==> config.mk <==
export PLATFORM = sky130hd
export DESIGN_NAME = mini_alu_seq
export DESIGN_NICKNAME = d
export VERILOG_FILES = /design/src/rtl/mini_alu_seq.sv
export SDC_FILE = /design/constraint.sdc
export NUM_CORES = 1
export LEC_CHECK = 0
export CAP_MARGIN = 20
export CORE_MARGIN = 2
export CORE_UTILIZATION = 50
export DETAILED_ROUTE_END_ITERATION = 12
export PLACE_DENSITY = 0.71
export SLEW_MARGIN = 20
export SYNTH_ARGS = -nofsm -noshare
export SYNTH_HDL_FRONTEND = slang
export SYNTH_SLANG_ARGS = --single-unit
==> constraint.sdc <==
create_clock -name Clock -period 6.7 [get_ports Clock]
set_input_delay 0.67 -clock Clock [delete_from_list [all_inputs] [get_ports Clock]]
set_output_delay 0.67 -clock Clock [all_outputs]
set_load 0.1 [all_outputs]
==> src/rtl/mini_alu_seq.sv <==
// Two-stage fetch/execute mini-ALU core with an iterative signed multiplier,
// branch/jump with one-cycle squash, and a HALT state left only through reset.
module mini_alu_seq #(
  parameter int DATA_WIDTH     = 16,
  parameter int REG_ADDR_WIDTH = 4,
  parameter int IP_WIDTH       = 16
) (
  input  logic                Clock,
  input  logic                Reset_n,
  output logic [IP_WIDTH-1:0] oIP,
  input  logic [27:0]         iInstruction,
  output logic [7:0]          oLed,
  output logic [3:0]          oLCD,
  output logic                oBusy,
  output logic                oHalted
);

  localparam int DEPTH = 2 ** REG_ADDR_WIDTH;
  localparam int PW    = 2 * DATA_WIDTH;
  localparam int CW    = $clog2(DATA_WIDTH) + 1;

  localparam logic [3:0] OP_ADD  = 4'd1;
  localparam logic [3:0] OP_SUB  = 4'd2;
  localparam logic [3:0] OP_SMUL = 4'd3;
  localparam logic [3:0] OP_STO  = 4'd4;
  localparam logic [3:0] OP_BLE  = 4'd5;
  localparam logic [3:0] OP_JMP  = 4'd6;
  localparam logic [3:0] OP_LED  = 4'd7;
  localparam logic [3:0] OP_SHL  = 4'd8;
  localparam logic [3:0] OP_SHR  = 4'd9;
  localparam logic [3:0] OP_BEQ  = 4'd10;
  localparam logic [3:0] OP_HALT = 4'd11;

  typedef enum logic [1:0] {RUN = 2'd0, MUL = 2'd1, HALT = 2'd2} state_e;

  state_e                 state_q;
  logic [27:0]            instr_q;
  logic [IP_WIDTH-1:0]    ip_q;
  logic [DATA_WIDTH-1:0]  regs_q [DEPTH];
  logic [DATA_WIDTH-1:0]  rl_q, rh_q;
  logic [7:0]             led_q;
  logic [3:0]             lcd_q;
  logic                   halted_q;
  logic [CW-1:0]          cnt_q;
  logic [PW-1:0]          acc_q, mcand_q;
  logic [DATA_WIDTH-1:0]  mplier_q;

  logic [3:0]             op;
  logic [7:0]             dstF, src1F, src0F;
  logic signed [15:0]     imm;
  logic [DATA_WIDTH-1:0]  src1, src0, wrData;
  logic                   wrEn, taken, dstWritable, lastStep;
  logic [IP_WIDTH-1:0]    target;
  logic [PW-1:0]          mcandInit, addend, acc_d;

  assign op          = instr_q[27:24];
  assign dstF        = instr_q[23:16];
  assign src1F       = instr_q[15:8];
  assign src0F       = instr_q[7:0];
  assign imm         = instr_q[15:0];
  assign target      = IP_WIDTH'(dstF);
  assign dstWritable = (dstF[7:1] != 7'h7F);

  // Codes FE/FF read the multiplier result halves instead of the register file.
  always_comb begin
    src1 = regs_q[src1F[REG_ADDR_WIDTH-1:0]];
    if (src1F == 8'hFE)      src1 = rl_q;
    else if (src1F == 8'hFF) src1 = rh_q;
    src0 = regs_q[src0F[REG_ADDR_WIDTH-1:0]];
    if (src0F == 8'hFE)      src0 = rl_q;
    else if (src0F == 8'hFF) src0 = rh_q;
  end

  always_comb begin
    wrEn   = 1'b0;
    wrData = '0;
    taken  = 1'b0;
    case (op)
      OP_ADD: begin wrEn = 1'b1; wrData = src1 + src0; end
      OP_SUB: begin wrEn = 1'b1; wrData = src1 - src0; end
      OP_STO: begin wrEn = 1'b1; wrData = DATA_WIDTH'(imm); end
      OP_SHL: begin wrEn = 1'b1; wrData = src0 << src1[4:0]; end
      OP_SHR: begin wrEn = 1'b1; wrData = $signed(src0) >>> src1[4:0]; end
      OP_BLE: taken = ($signed(src1) <= $signed(src0));
      OP_JMP: taken = 1'b1;
      OP_BEQ: taken = (src1 == src0);
      default: ;
    endcase
  end

  // Shift-add over the multiplier bits; the MSB carries negative weight.
  assign mcandInit = PW'($signed(src1));
  assign addend    = mplier_q[0] ? mcand_q : '0;
  assign lastStep  = (cnt_q == CW'(DATA_WIDTH - 1));
  assign acc_d     = lastStep ? (acc_q - addend) : (acc_q + addend);

  assign oBusy   = (state_q == MUL) || ((state_q == RUN) && (op == OP_SMUL));
  assign oIP     = ip_q;
  assign oLed    = led_q;
  assign oLCD    = lcd_q;
  assign oHalted = halted_q;

  always_ff @(posedge Clock or negedge Reset_n) begin
    if (!Reset_n) begin
      state_q  <= RUN;
      instr_q  <= '0;
      ip_q     <= '0;
      for (int i = 0; i < DEPTH; i++) regs_q[i] <= '0;
      rl_q     <= '0;
      rh_q     <= '0;
      led_q    <= '0;
      lcd_q    <= '0;
      halted_q <= 1'b0;
      cnt_q    <= '0;
      acc_q    <= '0;
      mcand_q  <= '0;
      mplier_q <= '0;
    end else begin
      case (state_q)
        RUN: begin
          if (op == OP_SMUL) begin
            acc_q    <= src0[0] ? mcandInit : '0;
            mcand_q  <= mcandInit << 1;
            mplier_q <= src0 >> 1;
            cnt_q    <= CW'(1);
            state_q  <= MUL;
          end else if (op == OP_HALT) begin
            halted_q <= 1'b1;
            state_q  <= HALT;
          end else begin
            if (wrEn && dstWritable) regs_q[dstF[REG_ADDR_WIDTH-1:0]] <= wrData;
            if (op == OP_LED) begin
              if (dstF == 8'h01) lcd_q <= src1[7:4];
              else               led_q <= src1[7:0];
            end
            if (taken) begin
              ip_q    <= target;
              instr_q <= '0;
            end else begin
              ip_q    <= ip_q + IP_WIDTH'(1);
              instr_q <= iInstruction;
            end
          end
        end
        MUL: begin
          acc_q    <= acc_d;
          mcand_q  <= mcand_q << 1;
          mplier_q <= mplier_q >> 1;
          cnt_q    <= cnt_q + CW'(1);
          if (lastStep) begin
            rl_q    <= acc_d[DATA_WIDTH-1:0];
            rh_q    <= acc_d[PW-1:DATA_WIDTH];
            ip_q    <= ip_q + IP_WIDTH'(1);
            instr_q <= iInstruction;
            state_q <= RUN;
          end
        end
        HALT: ;
        default: state_q <= RUN;
      endcase
    end
  end

endmodule

* After elaboration in Yosys (flattened, before gate mapping)
Cells that the tools add are included.
** Word-level totals
- Bits of input ports :: 30
- Logic and storage cells :: 130
- Output and inout port bits :: 30
- Register bits after elaboration :: 432
** Cells by class
- Reductions and logical operators :: 15
- Multiplexer cells :: 41
- Add/subtract/negate cells :: 6
- $lt $le $gt $ge :: 5
- Eq/ne operators :: 26
- Bitwise gates (word level) :: 7
- Shifts and indexed selects :: 2
** Operators by type and width (number)
- $bwmux W256 :: 1
- $mux W16 :: 14
- $mux W32 :: 5
- $bmux W16 S4 :: 2
- $pmux W32 S2 :: 2
- $mux W28 :: 4
- $pmux W16 S5 :: 1
- $demux W16 S4 :: 1
- $pmux W16 S2 :: 2
- $pmux W28 S2 :: 1
- $add A32 B32 Y32 :: 1
- $eq A8 B8 Y1 const B :: 4
- $sub A32 B32 Y32 :: 1
- $add A16 B1 Y16 const B :: 1
- $add A16 B16 Y16 :: 1
- $eq A16 B16 Y1 :: 1
- $eq A4 B3 Y1 const B :: 4
- $eq A4 B4 Y1 const B :: 4
- $le A16 B16 Y1 :: 1
- $shl A16 B5 Y16 :: 1
- $sshr A16 B5 Y16 :: 1
- $sub A16 B16 Y16 :: 1
- $ge A5 B5 Y1 const B :: 3
- $not A4 Y5 :: 3
- other kinds (28) :: 42

* Logic depth before layout (Yosys ltp)
- Depth after elaboration :: 12
- Depth in mapped cells :: 23
- Depth with buffers taken out :: 18

* Worst setup path after synthesis
No wires, ideal clock.
- Kind :: flip-flop to flip-flop
- From :: reg instr_q[8]
- To :: reg regs_q[123] (netlist name)
- Clock period less this slack :: 5457 ps
- Setup slack :: 1243 ps
- Library setup time :: 137 ps
- Stages on the path, launching flop included :: 21
- Data required time :: 6563 ps
- Path buffers :: 7
- Data arrival time :: 5320 ps
- Cells stage by stage :: dfrtp_1 -> buf_6 -> buf_6 -> buf_2 -> buf_1 -> clkbuf_1 -> mux4_2 -> mux4_2 -> nand2_1 -> o21ai_0 -> ha_1 -> clkbuf_1 -> a21o_1 -> a21o_1 -> a21o_1 -> or2_2 -> a221oi_1 -> a21oi_1 -> nor4_4 -> buf_4 -> a21oi_1
** On the way
- Longest elaborated chain between the ends :: 9
- Elaborated cells between the ends (all ways) :: 14
- Classes of those cells :: add/sub: 2; eq/ne: 2; shift: 2; mux: 7; bitwise: 1
** RTL lines
- from (decl) :: line 37 : logic [27:0] instr_q;
- from (signal assigned) :: line 141 : instr_q <= iInstruction;
- from (signal assigned) :: line 154 : instr_q <= iInstruction;
- $not A4 Y5 (implied by the code) :: line 66 : src1 = regs_q[src1F[REG_ADDR_WIDTH-1:0]];
- $bmux W16 S4 :: line 66
- $mux W16 (implied by the code) (2 in series) :: line 66
- $mux W16 :: line 68 : else if (src1F == 8'hFF) src1 = rh_q;
- $mux W16 (*) :: line 67 : if (src1F == 8'hFE) src1 = rl_q;
- $sub A16 B16 Y16 (tied with other cells) :: line 80 : OP_SUB: begin wrEn = 1'b1; wrData = src1 - src0; end
- $pmux W16 S5 (*) :: line 78 : case (op)
- $bwmux W256 (*) :: line 131 : if (wrEn && dstWritable) regs_q[dstF[REG_ADDR_WIDTH-1:0]] <= wrData;
- to (signal, indexed assignment) :: line 131
- to (decl) :: line 39 : logic [DATA_WIDTH-1:0] regs_q [DEPTH];
Every way passes the cells marked *; elsewhere a longest branch is shown, timed or not. The select of a mux whose other input is x is not followed.
A chain may end at the register's enable or synchronous reset.

* Worst setup path in the final report
- From :: reg instr_q[0]
- To :: reg regs_q[203] (netlist name)
** On the way
- Longest elaborated chain between the ends :: 9
- Elaborated cells between the ends (all ways) :: 14
- Classes of those cells :: add/sub: 2; eq/ne: 2; shift: 2; mux: 7; bitwise: 1
** RTL lines
- $not A4 Y5 (implied by the code) :: line 69 : src0 = regs_q[src0F[REG_ADDR_WIDTH-1:0]];
- $bmux W16 S4 :: line 69
- $mux W16 (implied by the code) (2 in series) :: line 69
- $mux W16 :: line 71 : else if (src0F == 8'hFF) src0 = rh_q;
- $mux W16 (*) :: line 70 : if (src0F == 8'hFE) src0 = rl_q;
- $sub A16 B16 Y16 (tied with other cells) :: line 80
- $pmux W16 S5 (*) :: line 78
- $bwmux W256 (*) :: line 131
Marked as above.

==> impl_metrics.ini <==
[layout]
mostFrequentLayoutCells = 425 x dfrtp_1, 407 x nand2_1, 254 x nor2_1, 245 x o21ai_0, 170 x a21oi_1
fin_cells = 3660
area_growth_pct = 10.9
nets = 3024
final_common_cell = dfrtp_1
stdcell_area_sq_um = 30300
drive_gt1_share_pct = 13.1

[synth]
synth_seq_area_share_pct = 39.3
synth_cell_type_count = 92
yosys_most_used_dff = dfrtp_1
avgSynthCellArea_sq_um = 9.31
synth_edf_count = 0
ys_seq_elements = 430
synth_compound_area_share_pct = 19.1
async_flop_share_pct = 100
syn_inst = 2939
synth_area_sq_um = 27400
synthMuxAreaShare_pct = 16.6
syn_nets = 3037
yosys_warnings = 0
synth_top_family_by_area = compound AO/OA/AOI/OAI gates
synthXorXnorAreaFrac_pct = 1.70
synthAdderAreaFrac_pct = 3.16
yosys.area_share.simple_pct = 15.8

[drt]
route.detailed.drc = 0
drt-total-wl_mm = 94.5
avgRoutedWirePerCell_um = 25.8
viasPerCell = 6.69
vias = 24500
drtIter0Drc = 3283
drtPass1Iterations = 8
drtAntennaViolNets = 0

[worst_setup_path]
path_common_cell = a21oi_1
slowest_delay_ps = 850
path_cells = or3b_2, o22ai_1, nor3_1, mux2i_1, inv_1, ha_1, nor2b_1, o31ai_1, a21oi_1, o211a_1, or2_2, a221oi_1, a21oi_1, nor4_4, buf_4, o21ai_0
crit_path_end_kind = flip-flop
critPathMaxFanout = 41
cpMaxStageDelayCell = or3b_2
path_class = flip-flop to flip-flop
cp_data_required_time_ps = 7140
arrival_ps = 6480
reg2regPathDepth = 16
startpoint_type = flip-flop

[clock_network]
clock-sinks = 430
htreeDepth = 2
cts_tree = built
numCtsBuffers = 48
postCtsSetupBuffers = 0
clk_latency_ps = 620
cts.clk_slew.worst_paths_ps = 60
cts_buffer_depth = 3
ctsHoldBuffers = 0
post_cts_resized = 0
cts-root-buf = clkbuf_16

[min_path]
hold_class = input pin to asynchronous set/reset pin

[sta]
relSlewSlack_pct = 20.3
hold_violations = 0
fin_crit_ps = 6040
drv_slew = 0
worst-slew-pin-transition_ps = 1190
fin_tns_setup_ps = 0
skew_ps = 34.9
max_freq_ghz = 0.166
fin_crit_sh_pct = 90.1
rsz0062_at_grt = no
setup_violations = 0

[floorplanning]
floorplan.die.height_um = 238
fp.dieW_um = 238
initial_core_util_pct = 50.7
dieArea_sq_um = 56600
core_region_area_sq_um = 53900
num_rows = 85
ios = 60

[grt]
overflow = 0
track_usage_pct = 33.4
grt_max_degree = 172
grt_pass1_wl_mm = 144
grt_pass1_vias = 23500
antenna_found_initial = 2

[placed_design]
place_inst = 3572
dp.final_hpwl_mm = 64.3
gp_congestion = 1.03
io_buffer_count = 59
placed_area_sq_um = 28700

[run_status]
status = finished clean

[job]
cap_violations = 0
[synthesized netlist by cell type, types with 21 or more instances]
cell      number  area share [%]
dfrtp_1      430              39
nand2_1      409             5.6
nor2_1       257             3.5
o21ai_0      245             4.5
a21oi_1      170             3.1
mux2i_1      160             5.9
clkbuf_1     157             2.2
mux4_2       106             8.7
nor3_1       105             1.9
ha_1          66             3.0
o22ai_1       53             1.2
inv_1         50            0.69
nand3_1       50            0.91
a31oi_1       43            0.98
mux2_2        43             1.8
buf_2         41            0.75
o21ai_1       39            0.71
o31ai_1       36            0.99
xor2_1        34             1.1
a22oi_1       28            0.77
a21o_1        27            0.74
nand2b_1      21            0.48
[path summary, 6_finish.rpt]
path | start | to | slack [ps]
max in group asynchronous | Reset_n | oLed[4] | 5060
worst min-delay path | Reset_n | mcand_q[17] | 130
worst max register to register | instr_q[0] | regs_q[203] | 660
worst min register to register | oHalted | oHalted | 480
min in group Clock | oHalted | oHalted | 480
worst max-delay path | instr_q[0] | regs_q[203] | 660
[flip-flops by register name, indices dropped and copies added, names as in the netlist]
name and cells:
oHalted 1, rl_q 16, state_q 2, oLed 8, regs_q 256, mcand_q 31
oLCD 4, acc_q 32, oIP 16, cnt_q 5, rh_q 16, instr_q 28
mplier_q 15
[layout make-up]
cell class              instances  area [sq um]
diodes                          1          2.50
clock buffers                  71          1390
clock inverters                16           198
fillers                      4730         23600
inverters                      54           203
multi-input cells            2231         15500
flip-flops and latches        430         10800
well taps                     696           871
repair buffers                161          1410
[cell families (layout without fill, tap and decap cells)]
logic type	Yosys count	after routing
other	0	1
adders and majority gates	68	68
and+or+nand+nor	973	973
muxes	313	313
xor gates and xnor gates	53	53
DFF	430	430
buffers and inverters	278	302
AOI/OAI and AO/OA	824	824
[metal layers]
metal | vias up | wire (um) | GRT usage (%)
met5 | - | 11 | 0
met4 | 2 | 5250 | 16.6
met3 | 292 | 9700 | 7.70
met2 | 1426 | 41400 | 50.1
met1 | 12000 | 38100 | 45.7
li1 | 10700 | - | -
[metrics by stage]
step	hold slack [ps]	utilization (%)	setup slack, ps
after detailed placement	468	53.3	864
after floorplan	374	-	1240
after CTS	191	56.2	850
after global routing	212	56.3	391
after global placement	460	53.3	835
final	129	56.3	665
[worst max-delay path: cells and delay by family, from the launching register on]
family	cells	cell delay, ps
flops	1	760
mux	1	820
fa+ha+maj	1	340
buf+inv	2	400
simple gates	5	1890
compound gates	7	1610
Power is not shown: default switching activity piles up to over one toggle a cycle in this logic, so the estimate is an artifact.
